**src/rtl/snn_pkg.sv**
```systemverilog
// Shared constants and helpers for the spiking delay core.
//   N_IN/N_NEU  : input channels / neurons (fixed at 4)
//   W_BITS      : signed synapse weight width (-4..3)
//   D_BITS      : synapse delay width (0..3 cycles)
//   V_BITS      : unsigned saturating membrane width
//   CFG_LEN     : config shift register length (16 synapses x 5 bits)
//   cfg_w/cfg_d : low bit index of a synapse's weight / delay field
//   clamp_u     : saturate a signed intermediate membrane value to 0..255
package snn_pkg;
    localparam int N_IN     = 4;
    localparam int N_NEU    = 4;
    localparam int W_BITS   = 3;
    localparam int D_BITS   = 2;
    localparam int V_BITS   = 8;
    localparam int CFG_LEN  = 80;
    localparam int SYN_BITS = W_BITS + D_BITS;
    localparam int N_SYN    = N_IN * N_NEU;
    localparam int DEPTH    = 4;    // delay taps per input (0..3)
    localparam int S_BITS   = 6;    // weighted sum range -16..12
    localparam int U_BITS   = 11;   // headroom for v - L + S

    // Synapse s = 4*i + j; its field is [5s+4:5s] = {weight, delay}.
    function automatic int cfg_w(input int s);
        return SYN_BITS * s + D_BITS;
    endfunction

    function automatic int cfg_d(input int s);
        return SYN_BITS * s;
    endfunction

    function automatic logic [V_BITS-1:0] clamp_u(input logic signed [U_BITS-1:0] u);
        if (u < 0)
            return '0;
        else if (u > 11'sd255)
            return '1;
        else
            return u[V_BITS-1:0];
    endfunction
endpackage

```
**src/rtl/snn_lif_neuron.sv**
```systemverilog
// Integrate-and-fire neuron with constant leak, threshold and reset-to-zero.
//   clk, srst : clock and synchronous active-high reset
//   advance   : perform one integrate/fire step this edge
//   clear     : zero membrane and spike (config load in progress)
//   s_sum     : signed weighted input sum for this step
//   thr, leak : threshold (0 disables firing) and per-step leak
//   v, spike  : registered membrane and single-cycle spike pulse
module snn_lif_neuron
    import snn_pkg::*;
(
    input  logic                     clk,
    input  logic                     srst,
    input  logic                     advance,
    input  logic                     clear,
    input  logic signed [S_BITS-1:0] s_sum,
    input  logic [3:0]               thr,
    input  logic [3:0]               leak,
    output logic [V_BITS-1:0]        v,
    output logic                     spike
);
    logic [V_BITS-1:0]        v_reg;
    logic                     spike_reg;
    logic signed [U_BITS-1:0] u_raw;
    logic [V_BITS-1:0]        u_clamped;
    logic                     fire;

    always_comb begin
        u_raw     = $signed({3'b000, v_reg}) - $signed({7'b0000000, leak})
                    + $signed({{(U_BITS-S_BITS){s_sum[S_BITS-1]}}, s_sum});
        u_clamped = clamp_u(u_raw);
        fire      = (thr != 4'd0) && (u_clamped >= {4'b0000, thr});
    end

    always_ff @(posedge clk) begin
        if (srst || clear) begin
            v_reg     <= '0;
            spike_reg <= 1'b0;
        end else if (advance) begin
            spike_reg <= fire;
            v_reg     <= fire ? '0 : u_clamped;
        end
    end

    assign v     = v_reg;
    assign spike = spike_reg;
endmodule

```
**src/rtl/snn_delay_core.sv**
```systemverilog
// 4-input, 4-neuron spiking layer with per-synapse weight and axonal delay.
//   clk     : clock
//   rst_n   : synchronous reset, active HIGH despite the wrapper pin name
//   ena     : 1 = advance state, 0 = hold everything (reset still applies)
//   ui_in   : [3:0] spikes, [4] cfg_en, [5] cfg_bit, [7:6] unused
//   uio_in  : [3:0] threshold, [7:4] leak
//   uo_out  : [3:0] neuron spikes, [7:4] min(v0,15)
//   uio_out : tied 0;  uio_oe : tied 0 (all bidir pins are inputs)
module snn_delay_core
    import snn_pkg::*;
(
    input  logic       clk,
    input  logic       rst_n,
    input  logic       ena,
    input  logic [7:0] ui_in,
    input  logic [7:0] uio_in,
    output logic [7:0] uo_out,
    output logic [7:0] uio_out,
    output logic [7:0] uio_oe
);
    logic srst;
    logic cfg_en;
    logic cfg_bit;
    logic advance;
    logic clear;
    logic [3:0] thr;
    logic [3:0] leak;

    assign srst    = rst_n;
    assign cfg_en  = ui_in[4];
    assign cfg_bit = ui_in[5];
    assign advance = ena & ~cfg_en;
    assign clear   = ena & cfg_en;
    assign thr     = uio_in[3:0];
    assign leak    = uio_in[7:4];

    logic [CFG_LEN-1:0]      cfg_reg;
    logic [DEPTH-1:0]        h_reg [N_IN];   // bit k = input seen k+1 edges ago
    logic signed [W_BITS-1:0] syn_w [N_SYN];
    logic [D_BITS-1:0]       syn_d [N_SYN];
    logic [N_SYN-1:0]        syn_hit;
    logic [V_BITS-1:0]       v_all [N_NEU];
    logic [N_NEU-1:0]        spike_vec;

    // First bit shifted in lands at bit 79 after a full load.
    always_ff @(posedge clk) begin
        if (srst)
            cfg_reg <= '0;
        else if (clear)
            cfg_reg <= {cfg_reg[CFG_LEN-2:0], cfg_bit};
    end

    genvar gi;
    generate
        for (gi = 0; gi < N_IN; gi++) begin : g_delay
            always_ff @(posedge clk) begin
                if (srst || clear)
                    h_reg[gi] <= '0;
                else if (advance)
                    h_reg[gi] <= {h_reg[gi][DEPTH-2:0], ui_in[gi]};
            end
        end

        for (gi = 0; gi < N_SYN; gi++) begin : g_syn
            assign syn_w[gi]   = cfg_reg[cfg_w(gi) +: W_BITS];
            assign syn_d[gi]   = cfg_reg[cfg_d(gi) +: D_BITS];
            assign syn_hit[gi] = h_reg[gi / N_NEU][syn_d[gi]];
        end

        for (gi = 0; gi < N_NEU; gi++) begin : g_neu
            logic signed [S_BITS-1:0] s_sum;

            always_comb begin
                s_sum = '0;
                for (int i = 0; i < N_IN; i++) begin
                    if (syn_hit[N_NEU*i + gi])
                        s_sum = s_sum + {{(S_BITS-W_BITS){syn_w[N_NEU*i + gi][W_BITS-1]}},
                                         syn_w[N_NEU*i + gi]};
                end
            end

            snn_lif_neuron u_neuron (
                .clk     (clk),
                .srst    (srst),
                .advance (advance),
                .clear   (clear),
                .s_sum   (s_sum),
                .thr     (thr),
                .leak    (leak),
                .v       (v_all[gi]),
                .spike   (spike_vec[gi])
            );
        end
    endgenerate

    logic [3:0] v0_sat;
    assign v0_sat  = (v_all[0] > 8'd15) ? 4'hF : v_all[0][3:0];
    assign uo_out  = {v0_sat, spike_vec};
    assign uio_out = 8'h00;
    assign uio_oe  = 8'h00;

    logic unused_pins;
    assign unused_pins = &{1'b0, ui_in[7:6]};
endmodule

```
**config.mk**
```make
export PLATFORM = sky130hd
export DESIGN_NAME = snn_delay_core
export DESIGN_NICKNAME = d
export VERILOG_FILES = /design/src/rtl/snn_pkg.sv /design/src/rtl/snn_lif_neuron.sv /design/src/rtl/snn_delay_core.sv
export SDC_FILE = /design/constraint.sdc
export NUM_CORES = 1
export LEC_CHECK = 0
export BUFFER_PORTS_ARGS = -buffer_cell sky130_fd_sc_hd__buf_2
export CAP_MARGIN = 40
export CELL_PAD_IN_SITES_DETAIL_PLACEMENT = 0
export CELL_PAD_IN_SITES_GLOBAL_PLACEMENT = 1
export CORE_MARGIN = 10
export CORE_UTILIZATION = 30
export CTS_CLUSTER_DIAMETER = 40
export DETAILED_ROUTE_END_ITERATION = 16
export GPL_ROUTABILITY_DRIVEN = 1
export PLACE_DENSITY_LB_ADDON = 0.1
export REMOVE_ABC_BUFFERS = 1
export SYNTH_ARGS = -nofsm -noshare
export SYNTH_HDL_FRONTEND = slang
export SYNTH_SLANG_ARGS = --single-unit
```
**constraint.sdc**
```tcl
create_clock -name clk -period 13.7 [get_ports clk]
set_clock_uncertainty 0.1 [all_clocks]
set_input_delay 2.74 -clock clk [delete_from_list [all_inputs] [get_ports clk]]
set_output_delay 2.74 -clock clk [all_outputs]
set_load 0.02 [all_outputs]
```
==> summary.txt <==
CP Launch Type -> flip-flop
Overall global routing resource usage -> 0.140
Tightest Pin Transition -> 0.915 ns
Setup_tns -> 0 ns
Final HPWL DP -> 25000 µm
Final Setup Violations -> 0
Final Cycle Share -> 0.712
Starting Density -> 0.305
Worst slew margin -> 0.390
Worst-Skew Late Latency -> 0.44 ns
Post-CTS Setup Inserts -> 0
Gates resized, CTS repair -> 0
Max Fclk -> 103 MHz
Top FF cell, synth -> dfxtp_1
Clock power share -> 0.411
Critical path buffer and inverter count -> 0
Die area -> 0.0477 mm²
Power per cell area -> 82.6 mW/mm²
DR vias -> 10100
Arrival time at the worst endpoint -> 10.01 ns
Synth Register Bits -> 132
Mapped Avg Cell Area -> 8.12 µm²
Number of fill cells -> 4113
Worst path required time -> 13.96 ns
VDD IR-drop max -> 0.0818 mV
Fin crit period -> 9.75 ns
Clock Path Buffers -> 2
Status -> finished clean
DR WL/cell -> 16.6 µm
Sw frac -> 0.330
Worst Hold Class -> flip-flop to flip-flop
Critical Path Sink Type -> flip-flop
Critical path's top delay family -> compound AO/OA/AOI/OAI gates
Die Y -> 218 µm
DR vias/cell -> 5.08
Sequential-to-total area share from yosys stat -> 0.238
Floorplan row count -> 72
Reg clk slew, reported paths -> 0.07 ns
Total Nets Final -> 1600
# DRC -> 0
Post-route ant nets -> 0
CP Max Fanout -> 7
Core footprint -> 0.0387 mm²
Fraction of registers with async set/reset -> 0
Root buffer cell -> clkbuf_16
Port Buffers -> 24
IO Pins -> 43
Leakage -> 5.53 nW
First-pass GRT wire length -> 53900 µm
Post-synthesis cell area -> 0.0118 mm²
1st-pass router iterations -> 5
Kind of critical path -> flip-flop to flip-flop
Num CTS Buffers -> 17
Max FFs per register -> 80
Number of global-route vias before repair -> 9973
Core Util, Final -> 0.334
Largest net degree at the start of global routing -> 72
Comb pwr share -> 0.214
N_diodes -> 0
Int Pwr -> 717 µW
Layout cells sized above 1 -> 0.0978
Critical Path Max Stage Delay -> 0.56 ns
Antenna violations before repair -> 0
Worst path slowest cell -> mux4_2
DRT iter0 DRCs -> 489
Reg power frac -> 0.375
Unrepaired setup endpoints after global routing -> no
Hold_buf cts -> 0
Die Wd -> 218 µm
Unique masters post-synth -> 80
Net switching power -> 353 µW
Syn Inst Count -> 1454
Grt ovf -> 0
Final Wtd Congestion -> 0.825
CTS tree -> yes
DRT Wirelength -> 32800 µm
H-tree Lvls -> 4
Hold Vio Cnt, Final -> 0
CP most frequent cell -> ha_1
Max Slew Vio Count -> 0
Post-synth EDFFs -> 16
Synth Warn # -> 0
# clock sinks -> 132
Max-cap violations -> 0
Area Growth Syn to Fin -> 9.71%
## cells in the mapped netlist, types with 11 or more instances
cell,instances,area (µm²)
nor2_1,91,342
buf_4,20,150
a211oi_1,19,143
nor2b_1,16,100
o21ai_0,69,345
nand2b_1,22,138
nand3_1,14,70.1
mux4_2,23,518
o21a_1,11,82.6
nand2_1,250,938
a21oi_1,155,776
a21o_1,42,315
fa_1,20,400
dfxtp_1,116,2320
clkbuf_1,49,184
mux2_2,27,304
ha_1,112,1400
xor2_1,31,272
and2_1,32,200
mux2i_1,18,180
nor3_1,18,90.1
inv_1,63,236
xnor2_1,37,324
edfxtp_1,16,480
## cell type report
type	count	area (µm²)	share of cell area
Sequential cell	132	2800	0.216
Inverter	64	243	0.0187
Tap cell	518	648	0.0501
Multi-Input combinational cell	1199	8450	0.653
Clock inverter	15	118	0.00908
Timing Repair Buffer	35	258	0.0199
Clock buffer	17	425	0.0329
## cells in the final DEF, fill, tap and decap left out, types with 17 or more instances in the layout
| cell type | n |
|---|---|
| and2_1 | 31 |
| o21ai_0 | 69 |
| clkbuf_16 | 17 |
| dfxtp_1 | 116 |
| ha_1 | 112 |
| nor2_1 | 90 |
| nor3_1 | 18 |
| inv_1 | 63 |
| nand2_1 | 249 |
| xor2_1 | 31 |
| fa_1 | 20 |
| nand2b_1 | 22 |
| mux2_2 | 27 |
| mux4_2 | 23 |
| a211oi_1 | 19 |
| mux2i_1 | 18 |
| xnor2_1 | 37 |
| buf_2 | 23 |
| a21o_1 | 42 |
| a21oi_1 | 155 |
## through the flow
stage / hold slack (ns) / power, mW / std cells / cell area (µm²) / setup WS [ns]
5_1_grt: 0.395 / 1.13 / 1980 / 12900 / 3.09
6_report: 0.367 / 1.07 / 1980 / 12900 / 3.95
3_3_place_gp: 0.344 / 0.637 / 1945 / 12300 / 3.95
3_5_place_dp: 0.361 / 0.639 / 1948 / 12400 / 3.90
2_1_floorplan: 0.329 / 0.569 / 1395 / 11500 / 5.08
4_1_cts: 0.370 / 1.09 / 1980 / 12900 / 3.87
## power by group through the flow
stage	clock network (mW)	registers [mW]	logic, mW
2_1_floorplan	0	0.410	0.159
3_3_place_gp	0	0.410	0.227
3_5_place_dp	0	0.410	0.229
4_1_cts	0.457	0.401	0.230
5_1_grt	0.471	0.402	0.257
6_report	0.440	0.401	0.229
## layer usage
metal  global-route usage  routed length, µm  up-vias
li1                     -                  -     5182
met1                0.183              16000     4732
met2                0.234              15400      117
met3               0.0209                809       31
met4               0.0428                601        0
met5                    0                  0        -
## kinds of logic after synthesis
group	count (synthesis)	synth area share
other	1	0.000318
AO/OA/AOI/OAI	402	0.217
multiplexers	68	0.0849
adder cells (fa/ha/maj)	132	0.153
XOR/XNOR	70	0.0538
AND/OR/NAND/NOR	511	0.202
flip-flops	132	0.238
buffers and inverters	138	0.0520
## worst reg2reg max path, delay by kind of cell, from the launching register on
| family | cells | cell delay, ns |
|---|---|---|
| compound gates | 17 | 3.79 |
| simple gates | 9 | 2.70 |
| fa+ha+maj | 7 | 2.08 |
| mux | 1 | 0.56 |
| flops | 1 | 0.45 |
## final timing paths
path,from,to,slack [ns],depth (start not counted)
setup reg to reg,h_reg[0][0],g_neu[0].u_neuron.v[2],3.95,34
hold / removal,cfg_reg[6],cfg_reg[7],0.37,2
setup / recovery,h_reg[0][0],g_neu[0].u_neuron.v[2],3.95,34
hold reg to reg,cfg_reg[6],cfg_reg[7],0.37,2
(Power assumes the default switching activity.)
